==> src/rtl/serial_adder_pkg.sv <==
// Shared definitions for the bit-serial adder: state encoding and counter sizing.
package serial_adder_pkg;

  localparam logic [1:0] IDLE = 2'b00;
  localparam logic [1:0] RUN  = 2'b01;
  localparam logic [1:0] DONE = 2'b10;

  // Counter must be able to hold the value WIDTH.
  function automatic int cnt_width(input int width);
    return $clog2(width + 1);
  endfunction

endpackage

==> src/rtl/full_adder_cell.sv <==
// One-bit full adder used by the serial adder datapath.
module full_adder_cell (
  input  logic a,
  input  logic b,
  input  logic cin,
  output logic sum,
  output logic carry
);

  assign sum   = a ^ b ^ cin;
  assign carry = (a & b) | (a & cin) | (b & cin);

endmodule

==> src/rtl/serial_adder.sv <==
// Bit-serial adder: captures a, b, cin, then adds one bit per cycle, LSB first,
// and presents {cout, sum} under a valid/ready handshake.
module serial_adder
  import serial_adder_pkg::*;
#(
  parameter int WIDTH = 8
) (
  input  logic             clk,
  input  logic             rst,
  input  logic             in_valid,
  output logic             in_ready,
  input  logic [WIDTH-1:0] a,
  input  logic [WIDTH-1:0] b,
  input  logic             cin,
  output logic             out_valid,
  input  logic             out_ready,
  output logic [WIDTH-1:0] sum,
  output logic             cout,
  output logic             busy
);

  localparam int CW = cnt_width(WIDTH);
  localparam logic [CW-1:0] LAST = CW'(WIDTH - 1);

  logic [1:0]       state_reg;
  logic [WIDTH-1:0] a_reg;
  logic [WIDTH-1:0] b_reg;
  logic [WIDTH-1:0] sum_reg;
  logic             carry_reg;
  logic             cout_reg;
  logic [CW-1:0]    cnt_reg;
  logic             fa_sum;
  logic             fa_carry;

  full_adder_cell u_cell (
    .a    (a_reg[0]),
    .b    (b_reg[0]),
    .cin  (carry_reg),
    .sum  (fa_sum),
    .carry(fa_carry)
  );

  always_ff @(posedge clk or posedge rst) begin
    if (rst) begin
      state_reg <= IDLE;
      a_reg     <= '0;
      b_reg     <= '0;
      sum_reg   <= '0;
      carry_reg <= 1'b0;
      cout_reg  <= 1'b0;
      cnt_reg   <= '0;
    end else begin
      case (state_reg)
        IDLE: begin
          if (in_valid) begin
            a_reg     <= a;
            b_reg     <= b;
            carry_reg <= cin;
            cnt_reg   <= '0;
            state_reg <= RUN;
          end
        end
        RUN: begin
          // Sum bits enter at the MSB so the LSB lands at bit 0 after WIDTH shifts.
          sum_reg   <= {fa_sum, sum_reg[WIDTH-1:1]};
          a_reg     <= a_reg >> 1;
          b_reg     <= b_reg >> 1;
          carry_reg <= fa_carry;
          cnt_reg   <= cnt_reg + CW'(1);
          if (cnt_reg == LAST) begin
            cout_reg  <= fa_carry;
            state_reg <= DONE;
          end
        end
        DONE: begin
          if (out_ready) begin
            state_reg <= IDLE;
          end
        end
        default: state_reg <= IDLE;
      endcase
    end
  end

  assign in_ready  = (state_reg == IDLE);
  assign out_valid = (state_reg == DONE);
  assign busy      = (state_reg != IDLE);
  assign sum       = sum_reg;
  assign cout      = cout_reg;

endmodule
==> config.mk <==
export PLATFORM = sky130hd
export DESIGN_NAME = serial_adder
export DESIGN_NICKNAME = d
export VERILOG_FILES = /design/src/rtl/serial_adder_pkg.sv /design/src/rtl/full_adder_cell.sv /design/src/rtl/serial_adder.sv
export SDC_FILE = /design/constraint.sdc
export NUM_CORES = 1
export LEC_CHECK = 0
export CAP_MARGIN = 30
export CORE_ASPECT_RATIO = 0.7
export CORE_MARGIN = 2
export CORE_UTILIZATION = 49
export CTS_CLUSTER_DIAMETER = 100
export CTS_CLUSTER_SIZE = 20
export DETAILED_ROUTE_END_ITERATION = 6
export PLACE_DENSITY = 0.78
export SYNTH_ARGS = -nofsm -noshare
export SYNTH_HDL_FRONTEND = slang
export SYNTH_SLANG_ARGS = --single-unit
==> constraint.sdc <==
create_clock -name clk -period 1.42 [get_ports clk]
set_input_delay 0.142 -clock clk [delete_from_list [all_inputs] [get_ports clk]]
set_output_delay 0.142 -clock clk [all_outputs]
set_load 0.01 [all_outputs]
==> out/summary.txt <==
Placed cell area - 1890 sq um
Diodes inserted - 0
Finished Cell Area - 2040 sq um
Met1 layer usage reported by global route - 0.277
Post-route total power - 4.06 mW
Number of clock sinks - 32
Vias after detailed routing - 1154
Vias per inst - 5.29
# Max-Cap Violations - 0
Nets - 204
Gr usage total - 0.201
Mapped cell area - 1460 sq um
Hold Vio Cnt, Final - 0
Critical path class - reg -> reg
Commonest non-fill, non-tap cell in the layout - dfrtp_1
Final setup fails - 1
Post-route ant nets - 0
RD Place Congestion - 0.758
Yosys top cell area share - 0.550
Finished Layout Cells - 218
Most frequent cells in the layout - 32 x dfrtp_1, 29 x clkdlybuf4s50_1, 18 x nand2_1
GR Overflow Total - 0
RSZ-0062 raised after global routing - yes
Critical Path AT - 1.62 ns
Dpl cells - 207
Port bufs - 32
Die height - 49.6 um
Share of layout cells above drive strength 1 - 0.187
Failing checks - negative setup slack
Crit end category - register
Library cells used by synthesis - 24
WL/cell - 14.6 um
Buffer levels on the longest clock path - 2
Syn avg cell area - 10.8 sq um
Synth area leaders - dfrtp_1 55%, mux2_1 6.2%, o21ai_1 4.8%
Critical Path RT - 1.58 ns
Clk slew on worst S/H paths - 0.06 ns
Die width - 69.1 um
Slew @ Worst Pin - 0.401 ns
H-tree lvl count - 2
Post-DP HPWL - 2.12 mm
Setup TNS - -0.0337 ns
Final core utilization - 0.729
Crit path launch type - register
Clock buffer count from CTS - 5
Initial Utilization - 0.519
GRT busiest layer - met2
GRT met2 Usage - 0.303
Sequential share of the synthesized area - 0.550
Total number of yosys warnings - 0
Status - finished with violations
Die area - 3430 sq um
First-pass GRT wire length - 5.40 mm
Synth-to-layout area growth - 40.5%
Static leakage - 0.967 nW
Syn_nets - 158
Critical Path Fanout Max - 7
Register-to-Register Path Depth - 6
Num rows - 16
Initial DRC count - 63
Antenna violations before repair - 0
Slack of the critical path - -0.0337 ns
VDD IR max - 0.00138 V
Max-slew violations - 0
Final worst path period need - 1.45 ns
Relative slew slack - 0.733
PwrDens - 1990 nW/um^2
Post-Route WL - 3.18 mm
Post-CTS Hold Buffers - 0
1st-pass router iterations - 4
TritonCTS clock tree - done
Core area - 2800 sq um
Synth area leader - dfrtp_1
Post-Synthesis Cells - 135
Worst-Skew Late Latency - 0.28 ns
Skew final - 0.00589 ns
Vias in the first global route - 1114
#FFs+latches synth - 32
Worst min path class - in -> async
Max Fclk - 0.688 GHz
Clk root buf - clkbuf_8
Residual DRC - 0
Final Cycle Share - 1.02
Largest net degree at the start of global routing - 33
Grt met3 use - 0.0532
Boundary pin count - 33
per-stage QoR:
| step | hold WS, ns | worst slack [ns] |
|---|---|---|
| after floorplan | 0.250 | 0.135 |
| after global placement | 0.469 | 0.0335 |
| after detailed placement | 0.476 | -0.0600 |
| after CTS | 0.255 | 0.0136 |
| after global routing | 0.328 | -0.0911 |
| final | 0.240 | -0.0337 |
timing repair:
item,CTS,global route
resized for setup,4,9
setup endpoints to repair,3,19
gates cloned,0,1
buffers inserted,1,1
pin swaps,0,1
logic make-up after synthesis:
family / share of synthesized area
AND/OR/NAND/NOR: 0.131
multiplexers: 0.0851
buffers and inverters: 0.0464
AO/OA/AOI/OAI: 0.165
flip-flops: 0.550
adder cells (fa/ha/maj): 0.0224
layout make-up:
cell class                 instances  area, sq um
clock inverter                     1         30.0
fill                             202          758
tap                               36         45.0
sequential                        32          801
clock buffer                       7         96.3
timing repair buffer              49          450
inverter                           4         15.0
multi-input combinational         89          607
synth_stat cells, drive strengths merged:
cell type / count
dfrtp: 32
nand4: 1
o21bai: 1
buf: 10
a22o: 2
nor2: 1
ha: 1
or2: 1
a22oi: 9
inv: 4
nand2b: 1
o21ai: 18
mux2: 11
fa: 1
nand3: 1
a21oi: 10
and3b: 7
a211oi: 1
nand2: 18
nor2b: 5
metal layers:
layer	vias up	wire, um
met2	28	1480
met3	5	152
met4	0	44
met1	560	1500
li1	561	-
met5	-	0
final timing paths:
| kind | start | slack [ns] | endpoint |
|---|---|---|---|
| worst max-delay path | state_reg[1] | -0.03 | cnt_reg[3] |
| worst min-delay path | rst | 0.24 | carry_reg |
| worst max register to register | state_reg[1] | -0.03 | cnt_reg[3] |
| worst min register to register | a_reg[5] | 0.49 | a_reg[5] |
| max in group asynchronous | rst | 0.89 | b_reg[2] |
| min in group clk | out_ready | 0.45 | state_reg[1] |
report_power, final:
group	switching, mW	total, mW	internal [mW]
clock network	0.327	0.946	0.619
registers	0.238	1.52	1.28
logic	0.695	1.60	0.907
total	1.26	4.06	2.80
worst max-delay path: stages (launching register included):
cell and delay, ns:
dfrtp_1 0.39, buf_4 0.15, buf_4 0.14, o21bai_2 0.21
buf_6 0.15, a211oi_2 0.22, a21oi_1 0.07
(Power assumes the default switching activity.)
